File: config.mk
export PLATFORM = sky130hd
export DESIGN_NAME = alu_mul_seq
export DESIGN_NICKNAME = d
export VERILOG_FILES = /design/src/rtl/alu_mul_seq.sv
export SDC_FILE = /design/constraint.sdc
export NUM_CORES = 1
export LEC_CHECK = 0
export BUFFER_PORTS_ARGS = -buffer_cell sky130_fd_sc_hd__buf_2
export CAP_MARGIN = 0
export CORE_MARGIN = 2
export CORE_UTILIZATION = 47
export CTS_BUF_LIST = sky130_fd_sc_hd__clkbuf_4 sky130_fd_sc_hd__clkbuf_8
export DETAILED_ROUTE_END_ITERATION = 10
export GPL_ROUTABILITY_DRIVEN = 0
export GPL_TIMING_DRIVEN = 0
export HOLD_SLACK_MARGIN = 0.08
export PLACE_DENSITY = 0.79
export SLEW_MARGIN = 20
export SYNTH_ARGS = -nofsm -noshare
export SYNTH_HDL_FRONTEND = slang
export SYNTH_SLANG_ARGS = --single-unit
File: constraint.sdc
create_clock -name clk -period 18.2 [get_ports clk]
set_input_delay 3.64 -clock clk [delete_from_list [all_inputs] [get_ports clk]]
set_output_delay 3.64 -clock clk [all_outputs]
set_load 0.03 [all_outputs]
File: src/rtl/alu_mul_seq.sv
// Sequential unsigned shift-add multiplier that borrows the shared 64-bit ALU.
// N add cycles build the 2N-bit product in {hi,lo}; one pass-through cycle tests hi for overflow.
module alu_mul_seq #(
   parameter int N = 64
) (
   input  logic         clk,
   input  logic         reset,
   input  logic         start,
   input  logic [N-1:0] op_a,
   input  logic [N-1:0] op_b,
   output logic         busy,
   output logic         done,
   output logic [N-1:0] product,
   output logic         overflow,
   output logic [N-1:0] alu_a,
   output logic [N-1:0] alu_b,
   output logic [3:0]   alu_ctrl,
   input  logic [N-1:0] alu_result,
   input  logic         alu_zero,
   output logic [1:0]   dbg_state
);

   localparam int CW = $clog2(N) + 1;
   localparam logic [3:0] ALU_ADD  = 4'b0010;
   localparam logic [3:0] ALU_PASS = 4'b0111;

   typedef enum logic [1:0] {
      S_IDLE = 2'd0,
      S_RUN  = 2'd1,
      S_CHK  = 2'd2
   } state_t;

   state_t          r_state;
   logic [N-1:0]    r_m;
   logic [N-1:0]    r_hi;
   logic [N-1:0]    r_lo;
   logic [CW-1:0]   r_cnt;
   logic [N-1:0]    r_product;
   logic            r_overflow;
   logic            r_done;
   logic            w_carry;

   // The ALU sum wrapped iff it ended up below the accumulator it was added to.
   assign w_carry = (alu_result < r_hi);

   always_comb begin
      alu_a    = '0;
      alu_b    = '0;
      alu_ctrl = ALU_PASS;
      case (r_state)
         S_RUN: begin
            alu_a    = r_hi;
            alu_b    = r_lo[0] ? r_m : '0;
            alu_ctrl = ALU_ADD;
         end
         S_CHK: begin
            alu_b    = r_hi;
         end
         default: ;
      endcase
   end

   always_ff @(posedge clk or posedge reset) begin
      if (reset) begin
         r_state    <= S_IDLE;
         r_m        <= '0;
         r_hi       <= '0;
         r_lo       <= '0;
         r_cnt      <= '0;
         r_product  <= '0;
         r_overflow <= 1'b0;
         r_done     <= 1'b0;
      end else begin
         r_done <= 1'b0;
         case (r_state)
            S_IDLE: begin
               if (start) begin
                  r_m     <= op_a;
                  r_hi    <= '0;
                  r_lo    <= op_b;
                  r_cnt   <= '0;
                  r_state <= S_RUN;
               end
            end
            S_RUN: begin
               r_hi  <= {w_carry, alu_result[N-1:1]};
               r_lo  <= {alu_result[0], r_lo[N-1:1]};
               r_cnt <= r_cnt + CW'(1);
               if (r_cnt == CW'(N - 1)) begin
                  r_state <= S_CHK;
               end
            end
            S_CHK: begin
               r_product  <= r_lo;
               r_overflow <= ~alu_zero;
               r_done     <= 1'b1;
               r_state    <= S_IDLE;
            end
            default: r_state <= S_IDLE;
         endcase
      end
   end

   assign busy      = (r_state != S_IDLE);
   assign done      = r_done;
   assign product   = r_product;
   assign overflow  = r_overflow;
   assign dbg_state = r_state;

endmodule

---- Word-level counts from Yosys, hierarchy flattened ----
Index checks and enable logic that the tools add are counted.
word-level totals
  logic and storage cells ................. 36
  output and inout bits ................... 201
  input port bits ......................... 196
  register bits ........................... 267
operators by class
  order comparisons ....................... 1
  reduce and logical (&&, ||, !) cells .... 6
  bitwise logic cells ..................... 1
  muxes and demuxes ....................... 14
  equality and inequality tests ........... 5
  add/sub/neg operators ................... 1
operator list
  operator                                                               number
  64-bit case mux with 2 select lines                                    3
  64-bit two-way mux                                                     4
  64-bit < comparator                                                    1
  7-bit case mux with 2 select lines                                     1
  7-bit by 1-bit adder with 7-bit output, second input constant          1
  7-bit by 6-bit equality test with 1-bit output, second input constant  1
  7-bit two-way mux                                                      1
  2-bit AND reduction                                                    3
  2-bit two-way mux                                                      2
  2-bit inequality test, second input constant                           2
  2-bit case mux with 2 select lines                                     1
  2-bit nonzero test                                                     2
  3-bit two-way mux                                                      1
  2-bit by 1-bit equality test with 1-bit output, second input constant  1
  2-bit equality test, second input constant                             1
  2-bit logical NOT                                                      1
  1-bit two-way mux                                                      1
  1-bit NOT                                                              1

---- Depth between registers and ports, before layout ----
  depth after elaboration ................. 3
  depth in mapped cells ................... 10
  mapped depth without buffers ............ 8

---- Least setup slack after synthesis ----
Ideal clock, no wire load.
  path type ............................... register to output
  start ................................... reg r_state[0], in the netlist dbg_state[0]
  end ..................................... out alu_b[10]
  stages on the path, launching flop included .. 7
  required time ........................... 14560 ps
  path slack .............................. 12642 ps
  arrival time ............................ 1918 ps
  path buffers ............................ 2
  path through ............................ dfrtp_1 inv_1 ha_1 clkbuf_1 clkbuf_1 a22oi_1 nor2b_1
on the way
  word-level cells in the longest chain between the ends .. 2
  elaborated cells on any way between the ends .. 3
  classes of those cells .................. eq/ne: 2; mux: 1
RTL lines
  what                                                                                   RTL line  text
  start, declared                                                                        33        state_t r_state;
  start signal, assigned                                                                 65        r_state <= S_IDLE;
  start signal, assigned                                                                 82        r_state <= S_RUN;
  start signal, assigned                                                                 90        r_state <= S_CHK;
  2-bit equality test or 2-bit by 1-bit equality test with 1-bit output (tied branches)  50        case (r_state)
  64-bit case mux with 2 select lines *                                                  50
  end, declared                                                                          16        output logic [N-1:0] alu_b,
Mark *: on every way between the ends. The rest lies on a longest branch, timed or not.

---- Final worst setup path ----
  start ................................... reg r_state[0], in the netlist dbg_state[0]
  end ..................................... out alu_b[22]
Same word-level chain as after synthesis.

==> results.md <==
- Fin. max-slew vios: 0
- Post-CTS Setup Bufs: 0
- Met2 Resource Use GR: 43.7%
- CORE AREA: 27100 sq um
- Fillers: 2226
- Unrepaired setup endpoints after global routing: no
- Seq/Total Area, Yosys: 51.3%
- Slew HR: 32.0%
- Top-count cell post-synth: dfrtp_1
- Synthesis-to-layout area growth: 27.5%
- Worst Skew: 17.4 ps
- Worst-margin pin slew: 1020 ps
- Critical Setup Path Class: reg -> out
- Max Cap Violations: 0
- Prevailing post-synth register cell: dfrtp_1
- Sink Count: 267
- Met1 Use GR: 33.4%
- Number of synthesized flops with an enable pin: 0
- Peak VDD IR: 0.0938 mV
- Net Count, Synth: 1519
- Mapped cell area: 13000 sq um
- I/O pin count: 397
- Post-route ant nets: 0
- Initial antenna violation count: 9
- Yosys warns: 0
- Share of cells above drive strength 1: 36.9%
- Routed wire per std cell: 18.8 microns
- GRT Total Usage: 26.7%
- Vias per inst: 5.39
- Tot Pwr: 2.70 mW
- # resized after CTS: 0
- Most frequent cells after synthesis: 267 x dfrtp_1, 166 x nor2_1, 119 x mux2_2
- PD cells: 163 nW/um^2
- Row Count: 60
- TritonRoute pass-1 iters: 5
- Cell taking the most area after synthesis: dfrtp_1
- TritonCTS clock tree: built
- TritonCTS buffer count: 45
- # setup viols final: 0
- Type of destination of the critical path: output port
- Placed cell area: 15500 sq um
- Top cell type's share of synthesized area: 51.3%
- WP data required: 14560 ps
- Die area: 29100 sq um
- Multi-input logic area: 5720 sq um
- Mean Syn Cell Area: 10.4 sq um
- WP data arrival: 3130 ps
- Die H: 170 microns
- FF-to-FF Start: r_hi[47]
- Vias: 11400
- CTS H-Tree Depth: 2
- Vias in the first global route: 11600
- Hold WC Path Type: reg -> reg
- Synth Instances: 1256
- R2r setup slk: 15750 ps
- Reg-to-Reg End: r_hi[63]
- Final Net Count: 1962
- Crit path to: alu_b[22]
- Post-synthesis register bit count: 267
- Lkg Pwr: 8.43 nW
- Initial core utilization: 48.1%
- Clock buffer depth: 3
- Die width: 170 microns
- Fin area: 16600 sq um
- Setup_tns: 0 ps
- Max Fclk: 148 MHz
- Run status: finished, final reports clean
- Global routing's busiest layer: met2
- Min Tclk post-route: 6770 ps
- Final wirelength: 39800 microns
- GR Util met3: 5.84%
- Worst R2R Path Depth: 7
- Worst setup SP type: flop
- Clock-pin slew on the worst setup and hold paths: 70 ps
- Dpl hpwl: 29500 microns
- Iter 0 DRT Violations: 829
- Post-CTS Hold Buffers: 0
- Launch point of the worst path: dbg_state[0]
- Final hold vios: 0
- First-pass GRT wire length: 60600 microns
- PortBufs: 394
- Synth top area cells: dfrtp_1 51%, mux2_2 10%, ha_1 6.4%, nor2_1 4.8%, a22oi_1 3.7%
- Clock latency on the worst-skew pair: 560 ps
- Clock Tree Root: clkbuf_8
- DRC Markers: 0
- Post-synth cell types: 50
- Fraction of registers with async set/reset: 100%
- Max Fanout on Critical Path: 10
- Area occupied by registers: 6680 sq um
- Pin count of the biggest net entering global routing: 107
- GR Overflow Total: 0
- Final period util: 37.2%
## flip-flops by register name, indices dropped and copies added, names as in the netlist
signal and cells:
product 64, r_hi 64, r_lo 64, r_m 64, r_cnt 7, dbg_state 2
done 1, overflow 1
## layout make-up
cell class,instances,area share (%)
sequential,267,40.2
tap,372,2.80
clock buffer,69,5.27
clock inverter,13,1.08
buffer,79,2.18
multi-input combinational,840,34.5
timing repair buffer,396,12.2
antenna,9,0.136
inverter,70,1.63
## through the flow
step	worst slack (ps)	utilization (%)	instances	hold WS, ps
2_1_floorplan	7210	-	1256	458
3_3_place_gp	4290	57.1	2022	475
3_5_place_dp	12030	57.3	2024	482
4_1_cts	11420	61.2	2106	495
5_1_grt	11240	61.3	2114	507
6_report	11430	61.3	2115	495
## cells in the final DEF (no fill, tap or decap), drive strengths merged, types with 2 or more instances in the layout
cell type  Yosys  layout
nand3          8       8
o31ai          2       2
ha            67      67
clkbuf        35     104
mux2         128     128
clkinv         0       7
a21o           7       7
buf           44     440
bufinv         0       4
nand2        102     102
nor2         166     166
o21ai         91      91
o21a           2       2
and4           3       3
diode          0       9
mux2i         21      21
a22oi         65      65
conb           2       2
o211ai         2       2
nor4           2       2
a22o           2       2
nor3           3       3
inv           70      72
nand4         12      12
o22ai         44      44
nor2b         65      65
dfrtp        267     267
and2           3       3
a211oi         4       4
xor2           4       4
a21oi         20      20
## where the power goes
| group | internal [mW] | total, mW | switching (mW) |
|---|---|---|---|
| logic | 0.402 | 1.14 | 0.740 |
| registers | 0.808 | 0.945 | 0.137 |
| clock network | 0.366 | 0.616 | 0.250 |
| total | 1.58 | 2.70 | 1.13 |
## worst max-delay path, cell delays in order, from the launching register on
cell and delay, ps:
dfrtp_1 410, inv_1 90, ha_1 220, clkbuf_1 780
clkbuf_1 490, a22oi_1 180, nor2b_1 170, buf_2 220
## logic make-up (layout without fill, tap and decap cells)
logic type               count (synthesis)  in the layout  synth area share [%]
AND/OR/NAND/NOR                        368            368                  12.5
flip-flops                             267            267                  51.3
AO/OA/AOI/OAI                          249            249                  11.9
multiplexers                           149            149                  12.7
buffers and inverters                  149            627                  4.79
adder cells (fa/ha/maj)                 67             67                  6.44
XOR/XNOR                                 5              5                 0.336
other                                    2             11                0.0577
## worst min-delay path by stage
stage             from  endpoint  cells past startpoint
6_report        r_m[7]    r_m[7]                      1
3_3_place_gp    r_m[5]    r_m[5]                      1
5_1_grt         r_m[4]    r_m[4]                      1
2_1_floorplan  r_lo[0]   r_lo[0]                      2
3_5_place_dp    r_m[0]    r_m[0]                      1
4_1_cts         r_m[0]    r_m[0]                      1
## routing by layer
| metal | vias up | wire length (microns) |
|---|---|---|
| li1 | 5239 | - |
| met1 | 5534 | 16100 |
| met2 | 479 | 18900 |
| met3 | 142 | 2840 |
| met4 | 2 | 1930 |
| met5 | - | 12 |
Power figures use the tool's default switching activity.
